## src/rtl/reqrsp_responder.sv

```systemverilog
// Request/response responder: returns req_data + INCR for every accepted request, in order,
// after LATENCY cycles, with credit-limited buffering. Optional counters: REQRSP_RESPONDER_STATS_EN.
module reqrsp_responder #(
  parameter int DATA_WIDTH = 32,
  parameter int LATENCY    = 2,
  parameter int DEPTH      = 4,
  parameter int INCR       = 1
) (
  input  logic                  clock,
  input  logic                  reset,
  input  logic                  req_valid,
  output logic                  req_ready,
  input  logic [DATA_WIDTH-1:0] req_data,
  output logic                  rsp_valid,
  input  logic                  rsp_ready,
  output logic [DATA_WIDTH-1:0] rsp_data
`ifdef REQRSP_RESPONDER_STATS_EN
  ,
  output logic [31:0]           req_count,
  output logic [31:0]           rsp_count
`endif
);

  localparam int PTR_W = (DEPTH > 1) ? $clog2(DEPTH) : 1;
  localparam int CNT_W = $clog2(DEPTH + 1);
  localparam logic [DATA_WIDTH-1:0] INCR_W = DATA_WIDTH'(INCR);

  logic                  accept;
  logic                  deliver;
  logic [CNT_W-1:0]      inflight;
  logic [DATA_WIDTH-1:0] rsp_word;
  logic                  push_vld;
  logic [DATA_WIDTH-1:0] push_dat;

  logic [DATA_WIDTH-1:0] mem [DEPTH];
  logic [PTR_W-1:0]      wr_ptr;
  logic [PTR_W-1:0]      rd_ptr;
  logic [CNT_W-1:0]      fifo_cnt;

  function automatic logic [PTR_W-1:0] ptr_inc(input logic [PTR_W-1:0] p);
    return (p == PTR_W'(DEPTH - 1)) ? '0 : p + PTR_W'(1);
  endfunction

  // Credit decode uses registered inflight only, so a pop never raises ready in the same cycle.
  assign req_ready = !reset && (inflight < CNT_W'(DEPTH));
  assign accept    = req_valid && req_ready;
  assign rsp_valid = (fifo_cnt != '0);
  assign deliver   = rsp_valid && rsp_ready;
  assign rsp_data  = mem[rd_ptr];
  assign rsp_word  = req_data + INCR_W;

  always_ff @(posedge clock) begin
    if (reset) begin
      inflight <= '0;
    end else begin
      case ({accept, deliver})
        2'b10:   inflight <= inflight + CNT_W'(1);
        2'b01:   inflight <= inflight - CNT_W'(1);
        default: inflight <= inflight;
      endcase
    end
  end

  generate
    if (LATENCY == 1) begin : g_direct
      assign push_vld = accept;
      assign push_dat = rsp_word;
    end else begin : g_pipe
      logic [LATENCY-2:0]    pipe_vld;
      logic [DATA_WIDTH-1:0] pipe_dat [LATENCY-1];

      always_ff @(posedge clock) begin
        if (reset) begin
          pipe_vld <= '0;
        end else begin
          pipe_vld[0] <= accept;
          for (int i = 1; i < LATENCY - 1; i++) begin
            pipe_vld[i] <= pipe_vld[i-1];
          end
        end
      end

      // Data stages only load behind a valid bit; no reset needed on payload.
      always_ff @(posedge clock) begin
        if (accept) begin
          pipe_dat[0] <= rsp_word;
        end
        for (int i = 1; i < LATENCY - 1; i++) begin
          if (pipe_vld[i-1]) begin
            pipe_dat[i] <= pipe_dat[i-1];
          end
        end
      end

      assign push_vld = pipe_vld[LATENCY-2];
      assign push_dat = pipe_dat[LATENCY-2];
    end
  endgenerate

  // Credit accounting guarantees a push never finds the FIFO full unless it also pops.
  always_ff @(posedge clock) begin
    if (reset) begin
      wr_ptr   <= '0;
      rd_ptr   <= '0;
      fifo_cnt <= '0;
      for (int i = 0; i < DEPTH; i++) begin
        mem[i] <= '0;
      end
    end else begin
      if (push_vld) begin
        mem[wr_ptr] <= push_dat;
        wr_ptr      <= ptr_inc(wr_ptr);
      end
      if (deliver) begin
        rd_ptr <= ptr_inc(rd_ptr);
      end
      case ({push_vld, deliver})
        2'b10:   fifo_cnt <= fifo_cnt + CNT_W'(1);
        2'b01:   fifo_cnt <= fifo_cnt - CNT_W'(1);
        default: fifo_cnt <= fifo_cnt;
      endcase
    end
  end

`ifdef REQRSP_RESPONDER_STATS_EN
  always_ff @(posedge clock) begin
    if (reset) begin
      req_count <= '0;
      rsp_count <= '0;
    end else begin
      if (accept) begin
        req_count <= req_count + 32'd1;
      end
      if (deliver) begin
        rsp_count <= rsp_count + 32'd1;
      end
    end
  end
`endif

endmodule

```

## config.mk

```make
export PLATFORM = sky130hd
export DESIGN_NAME = reqrsp_responder
export DESIGN_NICKNAME = d
export VERILOG_FILES = /design/src/rtl/reqrsp_responder.sv
export SDC_FILE = /design/constraint.sdc
export NUM_CORES = 1
export LEC_CHECK = 0
export CAP_MARGIN = 20
export CORE_MARGIN = 2
export CORE_UTILIZATION = 57
export DETAILED_ROUTE_END_ITERATION = 6
export GPL_TIMING_DRIVEN = 0
export PLACE_DENSITY = 0.81
export SLEW_MARGIN = 20
export SYNTH_ARGS = -nofsm -noshare
export SYNTH_HDL_FRONTEND = slang
export SYNTH_SLANG_ARGS = --single-unit
export TNS_END_PERCENT = 100
```

## constraint.sdc

```tcl
create_clock -name clock -period 2.5 [get_ports clock]
set_clock_uncertainty 0.05 [all_clocks]
set_input_delay 0.5 -clock clock [delete_from_list [all_inputs] [get_ports clock]]
set_output_delay 0.5 -clock clock [all_outputs]
set_load 0.01 [all_outputs]
```

=== Yosys cells after proc, flatten, opt, wreduce, memory -nomap -nowiden ===
Memory sizes are Yosys's and may differ from the RTL's. A register that Yosys moved wholly into a read port is not among the register bits.
Cells that the tools add are included.

* Memories: 2
* RAM bits: 160
* Register bits: 11
* Output and inout port bits: 34

{| class="wikitable"
|+ Memories
! memory !! depth !! bits a word !! read ports !! clocked after Yosys merged registers in !! wr ports !! line !! RTL
|-
| mem || 4 || 32 || 1 || 1 || 4 || 35 || <nowiki>logic [DATA_WIDTH-1:0] mem [DEPTH];</nowiki>
|-
| g_pipe.pipe_dat || 1 || 32 || 1 || 0 || 1 || 70 || <nowiki>logic [DATA_WIDTH-1:0] pipe_dat [LATENCY-1];</nowiki>
|}

* $add $sub $neg: 7
* Equality and inequality tests: 6
* Multiplexer cells: 16
* Reduce and logical (&&, ||, !) cells: 8
* Magnitude comparators: 1

{| class="wikitable"
|+ Operator list
! cell !! count
|-
| 32-bit by 1-bit adder with 32-bit output (second input constant) || 1
|-
| 32-bit 2-to-1 mux || 1
|-
| 32-bit OR reduction || 1
|-
| 3-bit one-hot mux with 2 select lines || 2
|-
| 2-bit 2-to-1 mux || 5
|-
| 2-bit == test (second input constant) || 4
|-
| 1-bit 2-to-1 mux || 8
|-
| 3-bit by 1-bit adder with 3-bit output (second input constant) || 2
|-
| 3-bit by 1-bit subtractor with 3-bit output (second input constant) || 2
|-
| 2-bit by 1-bit adder with 2-bit output (second input constant) || 2
|-
| 2-bit by 1-bit == test with 1-bit output (second input constant) || 2
|-
| 2-bit nonzero test || 2
|-
| 1-bit logical AND || 3
|-
| 3-bit < comparator (second input constant) || 1
|-
| 3-bit nonzero test || 1
|-
| 1-bit zero test || 1
|}

=== Longest topological paths before layout ===
* Depth in word-level cells: 5
* Gate-level depth with buffers: 9
* Mapped depth without buffers: 9

=== Least setup slack after synthesis ===
Ideal clock, no wire load.

* Kind: register -> register
* Start point: reg fifo_cnt[0]
* End point: reg inflight[2]
* Clock period less this slack: 2.190 ns
* Slack: 0.310 ns
* Cell stages (with the launch flop): 9
* Arrival: 2.069 ns
* Path through: dfxtp_1 -> or3_1 -> nand2_1 -> inv_1 -> ha_1 -> fa_1 -> xnor2_1 -> or3_1 -> a21oi_1

* Cells in the longest elaborated chain, start to end: 4
* Elaborated cells between the ends (all ways): 6

{| class="wikitable"
|+ RTL lines
! what !! line !! RTL
|-
| start: declaration || 38 || <nowiki>logic [CNT_W-1:0] fifo_cnt;</nowiki>
|-
| start signal: assignment || 118 || <nowiki>2'b10: fifo_cnt <= fifo_cnt + CNT_W'(1);</nowiki>
|-
| start signal: assignment || 119 || <nowiki>2'b01: fifo_cnt <= fifo_cnt - CNT_W'(1);</nowiki>
|-
| start signal: assignment || 120 || <nowiki>default: fifo_cnt <= fifo_cnt;</nowiki>
|-
| 3-bit nonzero test (*) || 47 || <nowiki>assign rsp_valid = (fifo_cnt != '0);</nowiki>
|-
| named net rsp_valid || 14 || <nowiki>output logic rsp_valid,</nowiki>
|-
| 1-bit logical AND (*) || 48 || <nowiki>assign deliver = rsp_valid && rsp_ready;</nowiki>
|-
| 2-bit by 1-bit == test with 1-bit output or 2-bit == test (tied branches) || 56 || <nowiki>case ({accept, deliver})</nowiki>
|-
| 3-bit one-hot mux with 2 select lines or 2-bit nonzero test (tied branches) || -- ||
|-
| end signal: assignment || 57 || <nowiki>2'b10: inflight <= inflight + CNT_W'(1);</nowiki>
|-
| end signal: assignment || 58 || <nowiki>2'b01: inflight <= inflight - CNT_W'(1);</nowiki>
|-
| end signal: assignment || 59 || <nowiki>default: inflight <= inflight;</nowiki>
|-
| end: declaration || 30 || <nowiki>logic [CNT_W-1:0] inflight;</nowiki>
|}

Mark *: on every way through the listed nets, which the timed path passes. The rest lies on a longest branch.
A chain may end at the register's enable or synchronous reset.

==> flow_summary.json <==
{
  "vias": 4353,
  "grt_usage_pct": 22.5,
  "boundaryPins": 70,
  "setup_viol": 0,
  "die_h_microns": 120,
  "synth_fp_nets": 538,
  "utilization_pct": 70.5,
  "cp_cell_sequence": "buf_12 > buf_12 > mux4_2 > dlygate4sd2_1",
  "cp_max_fo": 10,
  "drt-met1-wl_microns": 5740,
  "met2_length_microns": 8190,
  "power_frac_seq_pct": 45.1,
  "synth_seq_area_share_pct": 66.4,
  "post-route-period-util_pct": 97.1,
  "root_buffer": "clkbuf_16",
  "crit_top_cell": "buf_12",
  "met3_length_microns": 918,
  "synthCells": 495,
  "row_count": 42,
  "cp_num_buf_inv": 3,
  "yosysUniqueCellTypes": 31,
  "dr.max_layer_used": "met4",
  "dr.pass1.iters": 4,
  "cts_tree": "yes",
  "yosysTopAreaCell": "edfxtp_1",
  "syn_avg_cell_area_sq_um": 15.4,
  "status": "complete, no violations",
  "dieArea_sq_um": 14300,
  "diodes": 0,
  "endpoint_kind": "output port",
  "p_switching_uw": 1880,
  "gr-total-overflow": 0,
  "slew_violations": 0,
  "p_int_uw": 5930,
  "worst_skew_pair.late_latency_ns": 0.43,
  "via_per_inst": 5.62,
  "max_freq_mhz": 412,
  "synthTopCellsByArea": "edfxtp_1, and2_1, mux4_2, dfxtp_1, xnor2_1",
  "grt_pass1_vias": 4471,
  "clkPwrFrac_pct": 36.6,
  "swShare_pct": 24.1,
  "crit_family": "buffers and inverters",
  "rsz0062_at_grt": "no",
  "antenna_left": 0,
  "yosys.area.top_type_share_pct": 63.0,
  "synth_edf_count": 160,
  "ir_worst_vdd_mv": 0.615,
  "grt_pass1_wl_microns": 23500,
  "leakagePower_uw": 0.00339,
  "relSlewSlack_pct": 31.4,
  "place_hpwl_microns": 9140,
  "place.gp.congestion": 0.824,
  "drt_iter0_drc": 270,
  "tightest_slew_ns": 1.03,
  "clkSlewWorstSetupHoldPaths_ns": 0.06,
  "syn-cell-area_sq_um": 7630,
  "num-nets-final": 628,
  "hp-class": "flip-flop to flip-flop",
  "pwr-share-comb_pct": 18.3,
  "period_minus_slack_ns": 2.43,
  "critPathLaunchType": "flip-flop",
  "grt_max_degree": 33,
  "path_class": "flip-flop to output port",
  "required_ns": 1.95,
  "powerDensity_nw_per_um2": 844,
  "wirelength_microns": 15100,
  "cts_max_level": 4,
  "portBuffers": 69,
  "async_reset_ff_share_pct": 0,
  "layout-drive-gt1-share_pct": 15.6,
  "start_util_pct": 58.1,
  "critPathMaxStageDelay_ns": 0.49,
  "max_cap_viol_count": 0,
  "core-area_sq_um": 13100,
  "area_growth_pct": 21.3,
  "die_w_microns": 120,
  "cts_buffer_depth": 2,
  "final_hold_viol_count": 0,
  "grt_antenna_before_repair": 0,
  "wl_per_cell_microns": 19.5,
  "synth_seq_cells": 173,
  "synth-warning-count": 0,
  "tns_ns": 0,
  "clock-sinks": 173,
  "numCtsBuffers": 17,
  "slowest_stage": "mux4_2",
  "drc_errors": 0,
  "arrival_ns": 1.88,
  "synth_flop_cell": "edfxtp_1",
  "power.total_uw": 7810
}
-- worst reg2reg max path, stage by stage, from the launching register on --
cell     delay (ns)
dfxtp_1        0.33
or3_1          0.41
nand2_1        0.14
inv_1          0.08
ha_1           0.22
fa_1           0.40
xnor2_1        0.15
or3_1          0.31
a21oi_1        0.17
-- worst paths after layout --
| kind | startpoint | to | cells past startpoint | slack, ns |
|---|---|---|---|---|
| min | rd_ptr[0] | flip-flop | 2 | 0.45 |
| min reg2reg | rd_ptr[0] | flip-flop | 2 | 0.45 |
| max reg2reg | fifo_cnt[0] | inflight[2] | 8 | 0.16 |
| max | flip-flop | rsp_data[23] | 4 | 0.07 |
-- cells in the mapped netlist (all sizes together), types with 3 or more instances --
library cell / n
a21oi: 6
nand2: 12
edfxtp: 160
xor2: 10
nor4: 4
and3: 3
mux4: 32
nand3: 19
nor2: 14
or2: 4
clkbuf: 16
nor3: 4
xnor2: 24
nand4: 9
buf: 4
dfxtp: 13
and2: 128
ha: 5
inv: 12
or3: 4
-- registers in the layout, indices dropped and copies added, names as in the netlist, named ones only --
name and flops:
g_pipe.pipe_vld 1, mem 128, wr_ptr 2, fifo_cnt 3
rd_ptr 2, g_pipe.pipe_dat 32, inflight 3
-- cell usage in the layout (no fill, tap or decap), types with 3 or more instances in the layout --
cell type | synthesis | layout
xor2_1 | 10 | 10
mux4_2 | 32 | 32
and3_1 | 3 | 3
nand3_1 | 19 | 19
or3_1 | 4 | 4
dlygate4sd2_1 | 0 | 23
nor2_1 | 14 | 14
nand4_1 | 7 | 7
dfxtp_1 | 13 | 11
buf_12 | 0 | 5
clkbuf_16 | 0 | 17
nor3_1 | 4 | 3
nand2_1 | 12 | 12
a21oi_1 | 6 | 6
or2_4 | 0 | 3
inv_1 | 12 | 11
edfxtp_1 | 160 | 160
clkdlybuf4s50_1 | 0 | 36
and2_1 | 128 | 128
clkbuf_1 | 16 | 13
clkdlybuf4s15_1 | 0 | 3
clkinvlp_4 | 0 | 4
bufinv_16 | 0 | 5
xnor2_1 | 24 | 24
ha_1 | 5 | 5
buf_2 | 3 | 5
-- kinds of logic after synthesis --
group	synth area share, %
compound gates	0.640
fa+ha+maj	1.34
flops	66.4
xor+xnor	3.90
mux	9.71
simple gates	16.4
buf+inv	1.62
-- power groups by stage --
stage	Combinational, uW	Sequential, uW	Clock (uW)
floorplan	840	3530	0
finish	1430	3520	2860
global route	1550	3550	2990
CTS	1450	3520	2870
global placement	1400	3550	0
detailed placement	1430	3570	0
-- metrics by stage --
step           setup slack, ns  instance area, sq um  hold WS [ns]  std cells
6_report                0.0731                  9260         0.451        774
2_1_floorplan            0.310                  7630         0.403        495
3_5_place_dp            -0.689                  8540         0.442        740
5_1_grt                0.00384                  9260         0.482        774
4_1_cts                0.00734                  9260         0.443        773
3_3_place_gp            -0.671                  8540         0.414        740
-- what timing repair did --
item,CTS,global route
hold buffers,0,0
gates resized for setup,72,8
buffers inserted,2,0
gates cloned,0,1
setup endpoints to repair,128,38
-- layer usage --
metal | global-route usage (%) | vias up
li1 | - | 1995
met1 | 26.7 | 2179
met2 | 39.5 | 157
met3 | 6.18 | 22
met4 | 8.09 | 0
met5 | 0 | -
-- cell type report --
| type | instances | area (sq um) |
|---|---|---|
| Sequential cell | 173 | 5070 |
| Fill cell | 899 | 3880 |
| Multi-Input combinational cell | 291 | 2470 |
| Timing Repair Buffer | 71 | 674 |
| Clock buffer | 17 | 425 |
| Clock inverter | 15 | 220 |
| Tap cell | 176 | 220 |
| Buffer | 19 | 131 |
| Inverter | 12 | 45.0 |
Note: power is estimated with default switching activity, not from simulation.
==> variant, RTL diff (config.mk and constraints unchanged) <==
Build with the macro `REQRSP_RESPONDER_STATS_EN` defined.
--- a/src/rtl/reqrsp_responder.sv
+++ b/src/rtl/reqrsp_responder.sv
@@ -1,5 +1,7 @@
 // Request/response responder: returns req_data + INCR for every accepted request, in order,
 // after LATENCY cycles, with credit-limited buffering. Optional counters: REQRSP_RESPONDER_STATS_EN.
+`define REQRSP_RESPONDER_STATS_EN
+
 module reqrsp_responder #(
   parameter int DATA_WIDTH = 32,
   parameter int LATENCY    = 2,
Formal check against the unedited RTL (old outputs only; new: req_count and rsp_count): equivalent (Yosys induction, for registers that start in step).
==> variant against the original RTL <==
- worst setup slack got worse by 0.043 ns
- highest routed layer unchanged
- clock power grew 43%
- design area grew 46%
- power is 32% higher
- area after synthesis is 42% higher
- routed wire length is 65% higher
- sequential cell count is 64 higher
- synthesized cell count grew 78%
==> variant: results <==
[sta]
whs_ns = 0.295
slew_headroom = 0.330

[final_layout]
seq_area_mm2 = 0.00635
fin_cells = 1304
final_nets = 1095
fillers = 1288
drive_gt1_frac = 0.126

[pwr]
seqPwrFrac = 0.447
cellPowerDensity_mw_per_mm2 = 765
ir_drop_v = 0.000574
power.leakage_nw = 4.69

[routing]
drt-pass1-iter-count = 5

[critical_path]
slowest_delay_ns = 0.52
reg2reg_depth = 7
crit_family = "multiplexers"
r2r_start = "fifo_cnt[2]"

[placed_design]
pre_cts_ws_ns = -0.556
gp_congestion = 0.852
dp_cells = 1247
dpl-instance-area_mm2 = 0.0125
portBuffers = 132
hpwl_um = 16300

[clocking]
post_cts_resized = 112
cts_buffers = 26
htreeDepth = 1
clock_latency_ns = 0.52

[global_routing]
grt_first_pass_wirelength_um = 39300
grt_pass1_vias = 7587

[run_status]
status = "finished clean"

[synth]
syn_nets = 924
synthTopCellsByCount = "160 x edfxtp_1, 133 x and2_1, 77 x dfxtp_1"
synth_area_leaders = "edfxtp_1 44%, dfxtp_1 14%, and2_1 7.7%, mux4_2 6.7%, xnor2_1 2.4%"
synth-seq-area-share = 0.587

[worst_hold_path]
hold_start = "reset"
whs_path_depth = 3
==> variant: cell types whose count changed in the layout (fill, tap and decap cells not counted), sizes merged, moves of 13 or more <==
cell | unedited run | this run
clkdlybuf4s50 | 36 | 100
a21oi | 6 | 43
buf | 11 | 41
and4 | 1 | 14
nand4 | 9 | 29
xor2 | 10 | 26
dfxtp | 13 | 77
nand2 | 12 | 38
nor4 | 4 | 21
clkbuf | 33 | 68
or4 | 0 | 30
nor2 | 14 | 39
o31ai | 0 | 29
==> variant: worst max path at each step <==
stage,startpoint,endpoint,slack [ns],depth (start not counted)
after floorplan,reset,inflight[2],-0.46,8
after global placement,req_valid,inflight[2],-1.48,8
after detailed placement,req_valid,inflight[2],-0.56,8
after CTS,flip-flop,rsp_data[12],-0.06,4
after global routing,flip-flop,rsp_data[31],-0.004,4
final,flip-flop,rsp_data[31],0.03,4
==> variant: layer usage <==
metal  GRT usage  wire length (µm)  share of wire
met5           0                 0              0
met4      0.0695               454          0.018
met3      0.0533              2170          0.087
met2       0.421             12300           0.50
met1       0.323              9930           0.40
==> variant: cell type report <==
cell class / instances / share of cell area
inverters: 19 / 0.00529
multi-input cells: 575 / 0.314
plain buffers: 46 / 0.0199
clock inverters: 17 / 0.0143
repair buffers: 145 / 0.0983
clock buffers: 31 / 0.0551
well taps: 234 / 0.0217
flip-flops and latches: 237 / 0.471
==> variant: cells by family (layout without fill, tap and decap cells) <==
group / count (synthesis) / count (layout) / share of synthesized area
and+or+nand+nor: 386 / 386 / 0.210
muxes: 39 / 39 / 0.0737
adders and majority gates: 9 / 9 / 0.0118
AOI/OAI and AO/OA: 86 / 86 / 0.0479
buffers and inverters: 67 / 258 / 0.0251
DFF: 237 / 237 / 0.587
xor gates and xnor gates: 55 / 55 / 0.0446
